--- src/rtl/ex_mem.sv ---
// ex_mem: EX -> MEM pipeline register.
//
// Captures the execute-stage results (GPR write address/enable/data and the
// HI/LO update) on every rising clock edge and presents them to the memory
// stage. It also holds the 64-bit partial product and cycle index that EX
// feeds back to itself while a two-cycle multiply-accumulate
// (MADD/MADDU/MSUB/MSUBU) is stalled in place.
//
// Ports:
//   clk        rising-edge clock
//   rst        synchronous reset, active-high
//   stall[5:0] stall vector from ctrl; only stall[3] (EX held) and
//              stall[4] (MEM held) matter here
//   flush      pipeline flush; clears every register
//   ex_*       results from EX
//   hilo_i     partial product from EX (multiply-accumulate)
//   cnt_i      multiply-accumulate cycle index from EX
//   mem_*      registered ex_* toward MEM
//   hilo_o     held partial product, fed back to EX
//   cnt_o      held cycle index, fed back to EX
module ex_mem (
    input  logic        clk,
    input  logic        rst,
    input  logic [5:0]  stall,
    input  logic        flush,
    input  logic [4:0]  ex_wd,
    input  logic        ex_wreg,
    input  logic [31:0] ex_wdata,
    input  logic [31:0] ex_hi,
    input  logic [31:0] ex_lo,
    input  logic        ex_whilo,
    input  logic [63:0] hilo_i,
    input  logic [1:0]  cnt_i,
    output logic [4:0]  mem_wd,
    output logic        mem_wreg,
    output logic [31:0] mem_wdata,
    output logic [31:0] mem_hi,
    output logic [31:0] mem_lo,
    output logic        mem_whilo,
    output logic [63:0] hilo_o,
    output logic [1:0]  cnt_o
);

    logic [4:0]  wd_reg,    wd_next;
    logic        wreg_reg,  wreg_next;
    logic [31:0] wdata_reg, wdata_next;
    logic [31:0] hi_reg,    hi_next;
    logic [31:0] lo_reg,    lo_next;
    logic        whilo_reg, whilo_next;
    logic [63:0] hilo_reg,  hilo_next;
    logic [1:0]  cnt_reg,   cnt_next;

    // Next-state selection. Default is "hold" (EX and MEM both stalled).
    // stall[3]=0 with stall[4]=1 cannot come from ctrl; it simply falls into
    // the advance branch because only stall[3] is tested there.
    always_comb begin
        wd_next    = wd_reg;
        wreg_next  = wreg_reg;
        wdata_next = wdata_reg;
        hi_next    = hi_reg;
        lo_next    = lo_reg;
        whilo_next = whilo_reg;
        hilo_next  = hilo_reg;
        cnt_next   = cnt_reg;
        if (flush || (stall[3] && !stall[4])) begin
            // Flush clears everything; a bubble clears the MEM-facing
            // fields but captures the multiply-accumulate feedback state.
            wd_next    = '0;
            wreg_next  = 1'b0;
            wdata_next = '0;
            hi_next    = '0;
            lo_next    = '0;
            whilo_next = 1'b0;
            hilo_next  = flush ? 64'd0 : hilo_i;
            cnt_next   = flush ? 2'd0 : cnt_i;
        end else if (!stall[3]) begin
            // Advance: pass EX results on, retire any feedback state.
            wd_next    = ex_wd;
            wreg_next  = ex_wreg;
            wdata_next = ex_wdata;
            hi_next    = ex_hi;
            lo_next    = ex_lo;
            whilo_next = ex_whilo;
            hilo_next  = '0;
            cnt_next   = '0;
        end
    end

    always_ff @(posedge clk) begin
        if (rst) begin
            wd_reg    <= '0;
            wreg_reg  <= 1'b0;
            wdata_reg <= '0;
            hi_reg    <= '0;
            lo_reg    <= '0;
            whilo_reg <= 1'b0;
            hilo_reg  <= '0;
            cnt_reg   <= '0;
        end else begin
            wd_reg    <= wd_next;
            wreg_reg  <= wreg_next;
            wdata_reg <= wdata_next;
            hi_reg    <= hi_next;
            lo_reg    <= lo_next;
            whilo_reg <= whilo_next;
            hilo_reg  <= hilo_next;
            cnt_reg   <= cnt_next;
        end
    end

    assign mem_wd    = wd_reg;
    assign mem_wreg  = wreg_reg;
    assign mem_wdata = wdata_reg;
    assign mem_hi    = hi_reg;
    assign mem_lo    = lo_reg;
    assign mem_whilo = whilo_reg;
    assign hilo_o    = hilo_reg;
    assign cnt_o     = cnt_reg;

endmodule

--- config.mk ---
export PLATFORM = sky130hd
export DESIGN_NAME = ex_mem
export DESIGN_NICKNAME = d
export VERILOG_FILES = /design/src/rtl/ex_mem.sv
export SDC_FILE = /design/constraint.sdc
export NUM_CORES = 1
export LEC_CHECK = 0
export CAP_MARGIN = 20
export CELL_PAD_IN_SITES_DETAIL_PLACEMENT = 0
export CELL_PAD_IN_SITES_GLOBAL_PLACEMENT = 1
export CORE_AREA = 2 2 134 136
export CTS_CLUSTER_DIAMETER = 80
export DETAILED_ROUTE_END_ITERATION = 8
export DIE_AREA = 0 0 136 138
export DONT_BUFFER_PORTS = 1
export PLACE_DENSITY = 0.77
export SYNTH_ARGS = -nofsm -noshare
export SYNTH_HDL_FRONTEND = slang
export SYNTH_SLANG_ARGS = --single-unit
--- constraint.sdc ---
create_clock -name clk -period 1.6 [get_ports clk]
set_input_delay 0.48 -clock clk [delete_from_list [all_inputs] [get_ports clk]]
set_output_delay 0.48 -clock clk [all_outputs]
set_load 0.05 [all_outputs]
==> results.py <==
metrics = {
    "setup_path": {
        "required_ns": 1.12,
        "critPathCaptureType": "output pin",
        "start_kind": "flop",
        "crit_type": "reg -> out",
        "crit_fanout": 2,
        "arrival_ns": 1.08,
        "ff2ff_setup_slack_ns": 0.54,
    },
    "clocking": {
        "clock_path_buffers": 2,
        "path_clk_slew_ns": 0.07,
        "numClockSinks": 169,
        "cts_max_level": 4,
        "cts-root-buf": "clkbuf_16",
        "clk_latency_ns": 0.41,
        "cts_buffers": 17,
        "hold_buffers": 0,
        "cts_tree": "yes",
    },
    "global_route": {
        "grt_max_degree": 208,
        "overflow": 0,
        "antenna_found_initial": 0,
        "grt_pass1_vias": 4431,
        "grt_pass1_wl_mm": 23.2,
        "grt_usage": 0.155,
    },
    "sta": {
        "rsz0062_at_grt": "false",
        "fin_crit_sh": 0.978,
        "finalCriticalPeriod_ns": 1.56,
        "fmax_mhz": 639,
        "fin_skew_ns": 0,
        "max-slew-margin-rel": 0.629,
        "setup_viol_count_final": 0,
        "setup_tns_ns": 0,
        "slew_violations": 0,
        "worst_pin_slew_ns": 0.555,
        "finalHoldViolations": 0,
    },
    "route": {
        "ant_nets": 0,
        "wirelength_mm": 15.2,
        "vias": 4609,
        "initialDrtViolationCount": 204,
        "drt-pass1-iter-count": 4,
        "via_per_inst": 5.24,
        "wl_per_cell_microns": 17.3,
        "drc": 0,
    },
    "synth": {
        "netlist_instances": 673,
        "synth_nets": 851,
        "ys_types": 13,
        "yosysWarnings": 0,
        "ys_seq_area_frac": 0.538,
        "syn-mean-instance-area_sq_um": 9.34,
        "synth_area_sq_um": 6290,
        "synth_seq_cells": 169,
    },
    "floorplan": {
        "core_area_sq_um": 17500,
        "rows": 49,
        "top_level_ports": 347,
        "start_util": 0.358,
        "die_w_microns": 136,
        "die-area_sq_um": 18800,
        "die_h_microns": 138,
    },
    "power": {
        "ir_worst_vdd_uv": 643,
        "power.total_mw": 9.35,
        "p_leak_nw": 2.58,
        "powerDensity_nw_per_um2": 1330,
    },
    "outcome": {
        "outcome": "completed",
    },
    "layout": {
        "fill_cells": 1750,
        "drive_gt1_frac": 0.0952,
        "layout_common_cells": "dfxtp_1 (148), nand2b_1 (103), nand3_1 (103), a21oi_1 (103)",
        "synthToLayoutAreaGrowth_pct": 11.5,
        "layout_commonest_cell": "dfxtp_1",
        "nets": 816,
        "antenna_cells": 0,
    },
    "worst_hold_path": {
        "min_path_type": "in -> reg",
    },
    "place": {
        "port_buffers": 0,
        "hpwl_mm": 10.4,
        "place_congestion": 0.762,
    },
    "run": {
        "cap_violations": 0,
    },
}
[where the power goes]
part | internal [mW] | switching, mW
clock network | 2.39 | 1.85
logic | 0.193 | 0.166
registers | 4.31 | 0.436
[metrics by stage]
step / util / std cells / area, sq um / worst slack (ns) / hold WS, ns
4_1_cts: 0.398 / 880 / 6990 / 0.00577 / 0.182
3_5_place_dp: 0.363 / 848 / 6360 / 0.153 / 0.479
5_1_grt: 0.400 / 880 / 7010 / 0.000159 / 0.179
3_3_place_gp: 0.363 / 848 / 6360 / 0.180 / 0.485
2_1_floorplan: - / 673 / 6290 / 0.193 / 0.624
6_report: 0.400 / 880 / 7010 / 0.0359 / 0.200
[synth_stat cells]
library cell	count	share of area
nand3_1	103	0.082
buf_2	27	0.021
clkbuf_1	27	0.016
mux2i_1	66	0.11
buf_6	5	0.0090
nand2b_1	103	0.10
buf_4	1	0.0012
or3b_1	1	0.0014
a21oi_1	103	0.082
buf_1	1	0.00060
dfxtp_1	169	0.54
or2_2	1	0.0010
nor2_1	66	0.039
[per-layer routing]
layer | GRT usage | vias up | part of all wire
met2 | 0.269 | 207 | 0.49
li1 | - | 2198 | -
met1 | 0.164 | 2168 | 0.39
met4 | 0.0729 | 0 | 0.032
met3 | 0.0616 | 36 | 0.089
met5 | 0 | - | 0
[sequential cells by signal (all words and copies together) (netlist names)]
| register | cells |
|---|---|
| mem_wreg | 1 |
| mem_whilo | 1 |
| mem_hi | 32 |
| cnt_o | 2 |
| hilo_o | 64 |
| mem_wd | 5 |
| mem_lo | 32 |
| mem_wdata | 32 |
[what timing repair did]
action,in CTS,in global routing
buffers inserted,0,0
setup endpoints to repair,1,20
gates cloned,0,0
resized for setup,1,20
[area by class of cell]
cell class,count,area (sq um),share of cell area
Clock inverter,15,199,0.0284
Clock buffer,17,425,0.0607
Tap cell,229,287,0.0409
Timing Repair Buffer,7,90.1,0.0128
Sequential cell,169,3410,0.486
Multi-Input combinational cell,443,2600,0.371
[kinds of logic (layout without fill, tap and decap cells)]
logic type / after synthesis / in the layout / share of synthesized area
compound gates: 103 / 103 / 0.0820
simple gates: 274 / 274 / 0.226
mux: 66 / 66 / 0.105
flops: 169 / 169 / 0.538
buf+inv: 61 / 39 / 0.0484
[final timing paths]
path,startpoint,to,depth (start not counted)
worst max-delay path,hilo_o[58],hilo_o[58],0
worst min-delay path,ex_lo[4],mem_lo[4],2
worst max register to register,mem_lo[29],mem_lo[29],2
worst min register to register,mem_wd[1],mem_wd[1],2
Note: power is estimated with default switching activity, not from simulation.
